$ cat src/rtl/alu_ctrl_pkg.sv
// Shared definitions for the ALU issue controller.
// Contents: ALU control codes, MIPS opcode/funct constants, FSM state encodings,
// the decoded-control struct and an immediate sign-extension helper.
// No ports (package).

package alu_ctrl_pkg;

  // 3-bit ALU control codes
  localparam logic [2:0] ALU_ADD = 3'b000;
  localparam logic [2:0] ALU_SUB = 3'b001;
  localparam logic [2:0] ALU_SLL = 3'b010;
  localparam logic [2:0] ALU_NOR = 3'b011;
  localparam logic [2:0] ALU_AND = 3'b100;
  localparam logic [2:0] ALU_SLT = 3'b101;

  // Opcodes, instr[31:26]
  localparam logic [5:0] OP_RTYPE = 6'h00;
  localparam logic [5:0] OP_ADDI  = 6'h08;
  localparam logic [5:0] OP_LW    = 6'h23;
  localparam logic [5:0] OP_SW    = 6'h2B;
  localparam logic [5:0] OP_BEQ   = 6'h04;

  // R-type funct codes, instr[5:0]
  localparam logic [5:0] FN_ADD = 6'h20;
  localparam logic [5:0] FN_SUB = 6'h22;
  localparam logic [5:0] FN_SLL = 6'h00;
  localparam logic [5:0] FN_NOR = 6'h27;
  localparam logic [5:0] FN_AND = 6'h24;
  localparam logic [5:0] FN_SLT = 6'h2A;

  // FSM state encodings
  localparam logic [1:0] IDLE = 2'd0;
  localparam logic [1:0] EXEC = 2'd1;
  localparam logic [1:0] RESP = 2'd2;

  typedef struct packed {
    logic [2:0] alu_ctrl;
    logic       use_imm;   // opB = sext(imm) instead of rt_val
    logic [4:0] dest;
    logic       wr_en;     // already cleared for dest == 0
    logic       mem_rd;
    logic       mem_wr;
    logic       is_beq;
    logic       illegal;
    logic       ovf_chk;   // add/addi/sub: subject to signed-overflow trap
  } dec_t;

  function automatic logic [31:0] sext16(input logic [15:0] imm);
    return {{16{imm[15]}}, imm};
  endfunction

endpackage

$ cat src/rtl/alu_issue_ctrl_if.sv
// Bundle of the issue-side, ALU-side and writeback-side signals of alu_issue_ctrl.
// Modports:
//   master - environment view: offers instructions, provides the ALU result,
//            consumes the writeback/branch record.
//   slave  - controller view (used by alu_issue_ctrl).
// Signals:
//   in_valid/in_ready, in_instr, in_rs_val, in_rt_val      instruction handshake
//   alu_opA, alu_opB, alu_shamt, alu_ctrl, alu_out, alu_carry  ALU drive/return
//   out_valid/out_ready, out_result, out_carry, out_zero, out_wr_en, out_wr_reg,
//   out_branch_taken, out_mem_rd, out_mem_wr, out_illegal, out_ovf  record handshake

interface alu_issue_ctrl_if;

  logic        in_valid;
  logic        in_ready;
  logic [31:0] in_instr;
  logic [31:0] in_rs_val;
  logic [31:0] in_rt_val;

  logic [31:0] alu_opA;
  logic [31:0] alu_opB;
  logic [4:0]  alu_shamt;
  logic [2:0]  alu_ctrl;
  logic [31:0] alu_out;
  logic        alu_carry;

  logic        out_valid;
  logic        out_ready;
  logic [31:0] out_result;
  logic        out_carry;
  logic        out_zero;
  logic        out_wr_en;
  logic [4:0]  out_wr_reg;
  logic        out_branch_taken;
  logic        out_mem_rd;
  logic        out_mem_wr;
  logic        out_illegal;
  logic        out_ovf;

  modport master (
    output in_valid, in_instr, in_rs_val, in_rt_val, alu_out, alu_carry, out_ready,
    input  in_ready, alu_opA, alu_opB, alu_shamt, alu_ctrl, out_valid, out_result,
           out_carry, out_zero, out_wr_en, out_wr_reg, out_branch_taken, out_mem_rd,
           out_mem_wr, out_illegal, out_ovf
  );

  modport slave (
    input  in_valid, in_instr, in_rs_val, in_rt_val, alu_out, alu_carry, out_ready,
    output in_ready, alu_opA, alu_opB, alu_shamt, alu_ctrl, out_valid, out_result,
           out_carry, out_zero, out_wr_en, out_wr_reg, out_branch_taken, out_mem_rd,
           out_mem_wr, out_illegal, out_ovf
  );

endinterface

$ cat src/rtl/alu_ctrl_decode.sv
// Combinational MIPS decoder: instruction word -> decoded-control struct.
// Ports:
//   instr  in   32-bit instruction word
//   dec    out  decoded control (ALU code, opB select, destination, side effects)
// Unsupported opcode/funct yields an all-zero record with only 'illegal' set,
// which makes the ALU code ADD and suppresses every side effect.

module alu_ctrl_decode
  import alu_ctrl_pkg::*;
(
  input  logic [31:0] instr,
  output dec_t        dec
);

  logic [5:0] opcode;
  logic [5:0] funct;
  logic [4:0] rt;
  logic [4:0] rd;
  logic       unused_fields;

  assign opcode        = instr[31:26];
  assign funct         = instr[5:0];
  assign rt            = instr[20:16];
  assign rd            = instr[15:11];
  // rs and shamt fields are consumed by the top, not needed for decode
  assign unused_fields = ^{instr[25:21], instr[10:6]};

  always_comb begin
    dec = '0;
    unique case (opcode)
      OP_RTYPE: begin
        dec.dest  = rd;
        dec.wr_en = 1'b1;
        unique case (funct)
          FN_ADD: begin
            dec.alu_ctrl = ALU_ADD;
            dec.ovf_chk  = 1'b1;
          end
          FN_SUB: begin
            dec.alu_ctrl = ALU_SUB;
            dec.ovf_chk  = 1'b1;
          end
          FN_SLL:  dec.alu_ctrl = ALU_SLL;
          FN_NOR:  dec.alu_ctrl = ALU_NOR;
          FN_AND:  dec.alu_ctrl = ALU_AND;
          FN_SLT:  dec.alu_ctrl = ALU_SLT;
          default: dec.illegal  = 1'b1;
        endcase
      end
      OP_ADDI: begin
        dec.alu_ctrl = ALU_ADD;
        dec.use_imm  = 1'b1;
        dec.dest     = rt;
        dec.wr_en    = 1'b1;
        dec.ovf_chk  = 1'b1;
      end
      OP_LW: begin
        dec.alu_ctrl = ALU_ADD;
        dec.use_imm  = 1'b1;
        dec.dest     = rt;
        dec.wr_en    = 1'b1;
        dec.mem_rd   = 1'b1;
      end
      OP_SW: begin
        dec.alu_ctrl = ALU_ADD;
        dec.use_imm  = 1'b1;
        dec.mem_wr   = 1'b1;
      end
      OP_BEQ: begin
        dec.alu_ctrl = ALU_SUB;
        dec.is_beq   = 1'b1;
      end
      default: dec.illegal = 1'b1;
    endcase

    if (dec.illegal) begin
      dec         = '0;
      dec.illegal = 1'b1;
    end

    // $0 is hardwired: never request a write to it
    if (dec.dest == 5'd0) begin
      dec.wr_en = 1'b0;
    end
  end

endmodule

$ cat src/rtl/alu_issue_ctrl.sv
// ALU issue controller: accepts an instruction plus operands, drives the ALU for one
// cycle, captures its result and presents a writeback/branch record downstream.
// Ports:
//   clk    in   clock
//   rst_n  in   asynchronous active-low reset
//   flush  in   synchronous flush, drops any in-flight op (highest priority)
//   bus    slave modport of alu_issue_ctrl_if (instruction, ALU and record signals)
// Parameters: DATA_W (operand width, 32 only), REG_AW (register index width, 5).
// Optional build macro ALU_OVF_TRAP_EN: signed-overflow trap for add/addi/sub that
// raises out_ovf and suppresses the register write. Undefined: out_ovf is 0.
// Timing: accept in IDLE/RESP -> EXEC (ALU inputs held) -> RESP (out_valid).

module alu_issue_ctrl
  import alu_ctrl_pkg::*;
#(
  parameter int unsigned DATA_W = 32,
  parameter int unsigned REG_AW = 5
) (
  input logic             clk,
  input logic             rst_n,
  input logic             flush,
  alu_issue_ctrl_if.slave bus
);

  localparam int unsigned Msb = DATA_W - 1;

  logic [1:0] state_q, state_d;
  dec_t       dec;
  logic       accept;
  logic       capture;

  logic [DATA_W-1:0] opa_d, opb_d;
  logic [4:0]        shamt_d;

  logic [DATA_W-1:0] opa_q, opb_q, result_q;
  logic [4:0]        shamt_q;
  logic [2:0]        ctrl_q;
  logic [REG_AW-1:0] dest_q;
  logic              wr_en_q, mem_rd_q, mem_wr_q, is_beq_q, illegal_q, ovf_chk_q, is_add_q;
  logic              carry_q, zero_q, ovf_q, ovf_d;

  alu_ctrl_decode u_decode (
    .instr (bus.in_instr),
    .dec   (dec)
  );

  // Flush blocks acceptance so an instruction offered alongside it is not consumed
  assign bus.in_ready = ~flush & ((state_q == IDLE) | ((state_q == RESP) & bus.out_ready));
  assign accept       = bus.in_valid & bus.in_ready;
  assign capture      = (state_q == EXEC) & ~flush;

  // Operand selection; illegal encodings drive ADD 0 + 0
  always_comb begin
    opa_d   = '0;
    opb_d   = '0;
    shamt_d = '0;
    if (!dec.illegal) begin
      opa_d = bus.in_rs_val;
      opb_d = dec.use_imm ? sext16(bus.in_instr[15:0]) : bus.in_rt_val;
      if (bus.in_instr[31:26] == OP_RTYPE) begin
        shamt_d = bus.in_instr[10:6];
      end
    end
  end

`ifdef ALU_OVF_TRAP_EN
  // Judged on the registered operands and the ALU result being captured this cycle
  always_comb begin
    ovf_d = 1'b0;
    if (ovf_chk_q) begin
      if (ctrl_q == ALU_SUB) begin
        ovf_d = (opa_q[Msb] != opb_q[Msb]) && (bus.alu_out[Msb] != opa_q[Msb]);
      end else begin
        ovf_d = (opa_q[Msb] == opb_q[Msb]) && (bus.alu_out[Msb] != opa_q[Msb]);
      end
    end
  end
`else
  logic unused_ovf_chk;
  assign unused_ovf_chk = ovf_chk_q;
  assign ovf_d          = 1'b0;
`endif

  always_comb begin
    state_d = state_q;
    if (flush) begin
      state_d = IDLE;
    end else begin
      unique case (state_q)
        IDLE: if (accept) state_d = EXEC;
        EXEC: state_d = RESP;
        RESP: if (bus.out_ready) state_d = accept ? EXEC : IDLE;
        default: state_d = IDLE;
      endcase
    end
  end

  always_ff @(posedge clk or negedge rst_n) begin
    if (!rst_n) begin
      state_q   <= IDLE;
      opa_q     <= '0;
      opb_q     <= '0;
      shamt_q   <= '0;
      ctrl_q    <= '0;
      dest_q    <= '0;
      wr_en_q   <= 1'b0;
      mem_rd_q  <= 1'b0;
      mem_wr_q  <= 1'b0;
      is_beq_q  <= 1'b0;
      illegal_q <= 1'b0;
      ovf_chk_q <= 1'b0;
      is_add_q  <= 1'b0;
      result_q  <= '0;
      carry_q   <= 1'b0;
      zero_q    <= 1'b0;
      ovf_q     <= 1'b0;
    end else begin
      state_q <= state_d;
      if (accept) begin
        opa_q     <= opa_d;
        opb_q     <= opb_d;
        shamt_q   <= shamt_d;
        ctrl_q    <= dec.alu_ctrl;
        dest_q    <= dec.dest;
        wr_en_q   <= dec.wr_en;
        mem_rd_q  <= dec.mem_rd;
        mem_wr_q  <= dec.mem_wr;
        is_beq_q  <= dec.is_beq;
        illegal_q <= dec.illegal;
        ovf_chk_q <= dec.ovf_chk;
        is_add_q  <= (dec.alu_ctrl == ALU_ADD) & ~dec.illegal;
      end
      if (capture) begin
        result_q <= bus.alu_out;
        carry_q  <= is_add_q & bus.alu_carry;
        // Zero is derived locally; the ALU's own zero flag is not trusted here
        zero_q   <= (bus.alu_out == '0);
        ovf_q    <= ovf_d;
      end
    end
  end

  assign bus.alu_opA          = opa_q;
  assign bus.alu_opB          = opb_q;
  assign bus.alu_shamt        = shamt_q;
  assign bus.alu_ctrl         = ctrl_q;

  assign bus.out_valid        = (state_q == RESP) & ~flush;
  assign bus.out_result       = result_q;
  assign bus.out_carry        = carry_q;
  assign bus.out_zero         = zero_q;
  assign bus.out_wr_en        = wr_en_q & ~ovf_q;
  assign bus.out_wr_reg       = dest_q;
  assign bus.out_branch_taken = is_beq_q & zero_q;
  assign bus.out_mem_rd       = mem_rd_q;
  assign bus.out_mem_wr       = mem_wr_q;
  assign bus.out_illegal      = illegal_q;
  assign bus.out_ovf          = ovf_q;

endmodule
$ cat src/flat_wrapper.sv
// flat-port wrapper written by rule: the top's interface ports become plain ports
module alu_issue_ctrl_flat import alu_ctrl_pkg::*;
#(
  parameter int unsigned DATA_W = 32,
  parameter int unsigned REG_AW = 5
)
  (clk, rst_n, flush, bus_in_valid, bus_in_instr, bus_in_rs_val, bus_in_rt_val, bus_alu_out, bus_alu_carry, bus_out_ready, bus_in_ready, bus_alu_opA, bus_alu_opB, bus_alu_shamt, bus_alu_ctrl, bus_out_valid, bus_out_result, bus_out_carry, bus_out_zero, bus_out_wr_en, bus_out_wr_reg, bus_out_branch_taken, bus_out_mem_rd, bus_out_mem_wr, bus_out_illegal, bus_out_ovf);
  alu_issue_ctrl_if bus_i ();
  input logic clk;
  input logic rst_n;
  input logic flush;
  input wire logic [$bits(bus_i.in_valid)-1:0] bus_in_valid;
  input wire logic [$bits(bus_i.in_instr)-1:0] bus_in_instr;
  input wire logic [$bits(bus_i.in_rs_val)-1:0] bus_in_rs_val;
  input wire logic [$bits(bus_i.in_rt_val)-1:0] bus_in_rt_val;
  input wire logic [$bits(bus_i.alu_out)-1:0] bus_alu_out;
  input wire logic [$bits(bus_i.alu_carry)-1:0] bus_alu_carry;
  input wire logic [$bits(bus_i.out_ready)-1:0] bus_out_ready;
  output wire logic [$bits(bus_i.in_ready)-1:0] bus_in_ready;
  output wire logic [$bits(bus_i.alu_opA)-1:0] bus_alu_opA;
  output wire logic [$bits(bus_i.alu_opB)-1:0] bus_alu_opB;
  output wire logic [$bits(bus_i.alu_shamt)-1:0] bus_alu_shamt;
  output wire logic [$bits(bus_i.alu_ctrl)-1:0] bus_alu_ctrl;
  output wire logic [$bits(bus_i.out_valid)-1:0] bus_out_valid;
  output wire logic [$bits(bus_i.out_result)-1:0] bus_out_result;
  output wire logic [$bits(bus_i.out_carry)-1:0] bus_out_carry;
  output wire logic [$bits(bus_i.out_zero)-1:0] bus_out_zero;
  output wire logic [$bits(bus_i.out_wr_en)-1:0] bus_out_wr_en;
  output wire logic [$bits(bus_i.out_wr_reg)-1:0] bus_out_wr_reg;
  output wire logic [$bits(bus_i.out_branch_taken)-1:0] bus_out_branch_taken;
  output wire logic [$bits(bus_i.out_mem_rd)-1:0] bus_out_mem_rd;
  output wire logic [$bits(bus_i.out_mem_wr)-1:0] bus_out_mem_wr;
  output wire logic [$bits(bus_i.out_illegal)-1:0] bus_out_illegal;
  output wire logic [$bits(bus_i.out_ovf)-1:0] bus_out_ovf;
  assign bus_i.in_valid = bus_in_valid;
  assign bus_i.in_instr = bus_in_instr;
  assign bus_i.in_rs_val = bus_in_rs_val;
  assign bus_i.in_rt_val = bus_in_rt_val;
  assign bus_i.alu_out = bus_alu_out;
  assign bus_i.alu_carry = bus_alu_carry;
  assign bus_i.out_ready = bus_out_ready;
  assign bus_in_ready = bus_i.in_ready;
  assign bus_alu_opA = bus_i.alu_opA;
  assign bus_alu_opB = bus_i.alu_opB;
  assign bus_alu_shamt = bus_i.alu_shamt;
  assign bus_alu_ctrl = bus_i.alu_ctrl;
  assign bus_out_valid = bus_i.out_valid;
  assign bus_out_result = bus_i.out_result;
  assign bus_out_carry = bus_i.out_carry;
  assign bus_out_zero = bus_i.out_zero;
  assign bus_out_wr_en = bus_i.out_wr_en;
  assign bus_out_wr_reg = bus_i.out_wr_reg;
  assign bus_out_branch_taken = bus_i.out_branch_taken;
  assign bus_out_mem_rd = bus_i.out_mem_rd;
  assign bus_out_mem_wr = bus_i.out_mem_wr;
  assign bus_out_illegal = bus_i.out_illegal;
  assign bus_out_ovf = bus_i.out_ovf;
  alu_issue_ctrl #(.DATA_W(DATA_W), .REG_AW(REG_AW)) u_core (.clk(clk), .rst_n(rst_n), .flush(flush), .bus(bus_i));
endmodule
$ cat config.mk
export PLATFORM = sky130hd
export DESIGN_NAME = alu_issue_ctrl_flat
export DESIGN_NICKNAME = d
export VERILOG_FILES = /design/src/rtl/alu_ctrl_pkg.sv /design/src/rtl/alu_issue_ctrl_if.sv /design/src/rtl/alu_ctrl_decode.sv /design/src/rtl/alu_issue_ctrl.sv /design/src/flat_wrapper.sv
export SDC_FILE = /design/constraint.sdc
export NUM_CORES = 1
export LEC_CHECK = 0
export BUFFER_PORTS_ARGS = -buffer_cell sky130_fd_sc_hd__clkbuf_2
export CORE_UTILIZATION = 48
export CTS_CLUSTER_DIAMETER = 50
export DETAILED_ROUTE_END_ITERATION = 6
export GPL_ROUTABILITY_DRIVEN = 1
export PLACE_DENSITY = 0.85
export REMOVE_ABC_BUFFERS = 1
export SLEW_MARGIN = 20
export SYNTH_ARGS = -nofsm -noshare
export SYNTH_HDL_FRONTEND = slang
export SYNTH_HIERARCHICAL = 1
export SYNTH_SLANG_ARGS = --single-unit
export TNS_END_PERCENT = 20
$ cat constraint.sdc
create_clock -name clk -period 2.5 [get_ports clk]
set_input_delay 0.5 -clock clk [delete_from_list [all_inputs] [get_ports clk]]
set_output_delay 0.5 -clock clk [all_outputs]
set_load 0.02 [all_outputs]
# Yosys cells after proc, flatten, opt, wreduce, memory -nomap -nowiden
# Cells that the tools add are included.
dict set report classes {
  bitwise_logic 11
  n_reduce_logical 12
  muxes 23
  n_eq_ne 13
}
# operator n
set ops {}
lappend ops {{32-bit two-way mux} 3}
lappend ops {{6-bit equality test, second input constant} 7}
lappend ops {{32-bit logical NOT} 1}
lappend ops {{15-bit two-way mux} 1}
lappend ops {{3-bit one-hot mux with 5 select lines} 1}
lappend ops {{6-bit logical NOT} 2}
lappend ops {{6-bit one-hot mux with 2 select lines} 1}
lappend ops {{5-bit two-way mux} 2}
lappend ops {{1-bit AND} 8}
lappend ops {{1-bit two-way mux} 8}
lappend ops {{6-bit by 3-bit equality test with 1-bit output, second input constant} 1}
lappend ops {{6-bit by 4-bit equality test with 1-bit output, second input constant} 1}
lappend ops {{2-bit two-way mux} 3}
lappend ops {{2-bit one-hot mux with 3 select lines} 1}
lappend ops {{3-bit one-hot mux with 2 select lines} 1}
lappend ops {{6-bit OR reduction} 1}
lappend ops {{5-bit logical NOT} 1}
lappend ops {{1-bit one-hot mux with 2 select lines} 2}
lappend ops {{2-bit OR reduction} 2}
lappend ops {{4-bit OR reduction} 1}
lappend ops {{3-bit logical NOT} 1}
lappend ops {{3-bit by 2-bit != test with 1-bit output, second input constant} 1}
lappend ops {{3-bit != test, second input constant} 1}
lappend ops {{3-bit OR reduction} 1}
lappend ops {{6 further kinds} 7}
dict set report totals {
  elab_cells 74
  input_bits 134
  regBits 119
  output_inout_bits 119
}

# Longest topological paths before layout
dict set report depth {
  word_depth 9
  depth_mapped 9
  depth_no_buf 7
}

# Modules after synthesis
# Netlist, hierarchy kept.
# mod n_inst seq_area_each_um2 cells_each area_per_inst_um2
set modules_own_cells {}
lappend modules_own_cells {alu_issue_ctrl 1 2977.9 401 5504.0}
lappend modules_own_cells {alu_ctrl_decode 1 0.0 58 377.9}

# Worst setup path after synthesis
# Ideal clock, no wire load.
dict set report synth_timing {
  path_kind {input -> register}
  startpoint {input bus_in_instr[0]}
  endpoint {register u_core.shamt_q[0], in the netlist u_core/bus.alu_shamt[0]}
  required_ps 2405
  n_path_buf 2
  slack_ps 3
  t_arrival_ps 2401
  path_stages 9
  setup_ps 95
  cell_sequence {buf_2 and4_1 nor2_1 o311a_4 or3_1 buf_1 nor4_1 nand2_1 o31ai_1}
}
# element line
set synth_rtl {}
lappend synth_rtl {{start: declaration} flat_wrapper.sv:13} ;# input wire logic [$bits(bus_i.in_instr)-1:0] bus_in_instr;
lappend synth_rtl {{end signal: assignment} alu_issue_ctrl.sv:122} ;# shamt_q <= shamt_d;
lappend synth_rtl {{end: declaration} alu_issue_ctrl.sv:36} ;# logic [4:0] shamt_q;

==> impl_metrics.py <==
metrics = {
    "cts": {
        "postCtsSetupRepairBufs": 0,
        "clock_latency_ns": 0.40,
        "cts_hold_buf": 0,
        "cts_tree": "built",
        "cts_resized": 0,
        "clock-sinks": 119,
        "cts_made_buffers": 17,
        "cts-root-buf": "clkbuf_16",
        "clk_path_buf_depth": 2,
        "htreeDepth": 4,
        "clk_pin_slew_ns": 0.06,
    },
    "timing": {
        "hold_viol": 0,
        "rsz0062_at_grt": "false",
        "max_slew_margin": 0.4089,
        "setup_tns_ns": 0,
        "setup_viol": 0,
        "tightest_slew_ns": 0.8866,
        "max_freq_mhz": 460.4,
        "skew_ns": 0.006228,
        "slew_violations": 0,
        "fin_crit_sh": 0.8689,
        "finalCriticalPeriod_ns": 2.172,
    },
    "power_and_ir_drop": {
        "p_per_area_nw_per_um2": 724.1,
        "p_leak_nw": 4.091,
        "peakVddDrop_uv": 623.2,
        "intPower_mw": 4.231,
        "comb_power_share": 0.177,
        "pwr-share-seq": 0.388,
        "clkPwrFrac": 0.435,
        "p_switching_mw": 1.479,
        "switching_share": 0.2589,
    },
    "floorplan": {
        "initial_core_util": 0.5025,
        "rows": 39,
        "die_height_um": 112.5,
        "dieWidth_um": 112.5,
        "coreArea_um2": 11660,
        "io_pins": 253,
        "dieArea_um2": 12660,
    },
    "critical_path": {
        "critPathMaxFanout": 5,
        "startpoint": "bus_in_instr[0]",
        "crit_required_ns": 2.80,
        "reg2reg_depth": 5,
        "r2r_slack_ns": 0.48,
        "crit_path_start_kind": "primary input",
        "critical_path_arrival_ns": 2.47,
        "r2r_start": "u_core/state_q[0]",
        "reg2reg_to": "u_core/bus.alu_opA[11]",
        "cp-end-kind": "flip-flop",
        "crit_type": "primary input to flip-flop",
    },
    "hold_path": {
        "min_path_type": "primary input to asynchronous set/reset pin",
    },
    "synthesis": {
        "avgSynthCellArea_um2": 12.82,
        "yosys_warnings": 6,
        "synth_area_um2": 5861,
        "synth_cells": 457,
    },
    "global_route": {
        "antenna_found_initial": 0,
        "grt_pass1_wl_mm": 23.31,
        "grt_max_degree": 59,
        "top_usage_layer": "met2",
        "grt_pass1_vias": 4735,
        "grt_use_total": 0.2367,
        "grtUsageMet3": 0.04482,
        "use_met2": 0.4124,
        "gr-total-overflow": 0,
        "grtUsageMet1": 0.2871,
    },
    "route": {
        "drcViolationCount": 0,
        "detail-route-antenna-nets": 0,
        "num_vias": 4488,
        "drt_iter0_markers": 232,
        "wl_per_cell_um": 16.63,
        "drtPass1Iterations": 4,
        "totalWireLength_mm": 14.43,
        "via_per_inst": 5.171,
    },
    "finish": {
        "area_growth_pct": 34.54,
        "fillerInstances": 895,
        "layout.nets": 847,
        "drive_above_1_share": 0.5724,
        "fin_area_um2": 7885,
        "n_antenna_cell": 0,
    },
    "status": {
        "status": "finished clean",
    },
    "placement": {
        "dp_hpwl_mm": 10.96,
        "port_buffers": 246,
        "place_congestion": 0.8171,
        "placed_area_um2": 7283,
    },
    "flow_run": {
        "drv_cap": 0,
    },
}
cell usage in the layout (no fill, tap or decap), types with 2 or more instances in the layout:
cell type	count
clkbuf_2	245
dfrtp_1	119
mux2_2	61
mux2_4	49
nor2b_1	33
nor2_1	31
a21oi_1	21
clkbuf_16	17
buf_4	17
nand2b_1	17
mux2i_1	17
nor4_1	12
o31ai_1	11
nand2_1	9
clkinv_2	7
inv_1	7
buf_12	6
nor3_1	5
a22oi_1	5
bufinv_16	4
o21ai_0	4
clkbuf_1	2
and2_1	2
nand4_1	2
a21boi_4	2
or4_1	2
worst max path at each step:
stage | endpoint | slack (ns) | depth (start not counted)
2_1_floorplan | u_core/bus.alu_opB[15] | -1.15 | 5
3_3_place_gp | u_core/bus.alu_shamt[0] | -0.01 | 8
3_5_place_dp | u_core/bus.alu_shamt[3] | -0.09 | 8
4_1_cts | u_core/bus.alu_shamt[4] | 0.32 | 8
5_1_grt | u_core/bus.alu_shamt[4] | 0.18 | 8
6_report | u_core/bus.alu_shamt[4] | 0.33 | 8
critical path, cell delays in order:
cell and delay [ns]:
clkbuf_2 0.14, and4_1 0.20, nor2_1 0.07, o311a_4 0.31, or3_2 0.49, nor4_1 0.28, nand2_1 0.22, o31ai_1 0.26
metrics by stage:
step	worst slack, ns	utilization	power (mW)	std cells	hold slack [ns]
2_1_floorplan	-1.155	-	2.789	426	0.2044
3_3_place_gp	-0.01236	0.6245	3.216	837	0.4652
3_5_place_dp	-0.09422	0.6245	3.262	837	0.4779
4_1_cts	0.3226	0.6761	5.773	868	0.04710
5_1_grt	0.1817	0.6761	5.936	868	0.07312
6_report	0.3278	0.6761	5.710	868	0.04203
power groups by stage:
stage                     clock, mW  combinational [mW]  sequential (mW)
after detailed placement          0                1.02             2.25
after global routing           2.62                1.08             2.24
after global placement            0               0.986             2.23
final                          2.48                1.01             2.22
after CTS                      2.54                1.02             2.22
after floorplan                   0               0.325             2.46
final cells by class:
type	instances	area [µm²]	share of cell area
clock buffers	20	446.7	0.05665
repair buffers	268	1474	0.1869
inverters	8	35.03	0.004443
well taps	143	178.9	0.02269
clock inverters	11	155.1	0.01968
flip-flops and latches	119	2978	0.3777
multi-input cells	299	2618	0.3320
per-layer routing:
layer | part of all wire | vias up
li1 | - | 2121
met1 | 0.42 | 2170
met2 | 0.51 | 163
met3 | 0.045 | 34
met4 | 0.024 | 0
met5 | 0 | -
(Power assumes the default switching activity.)
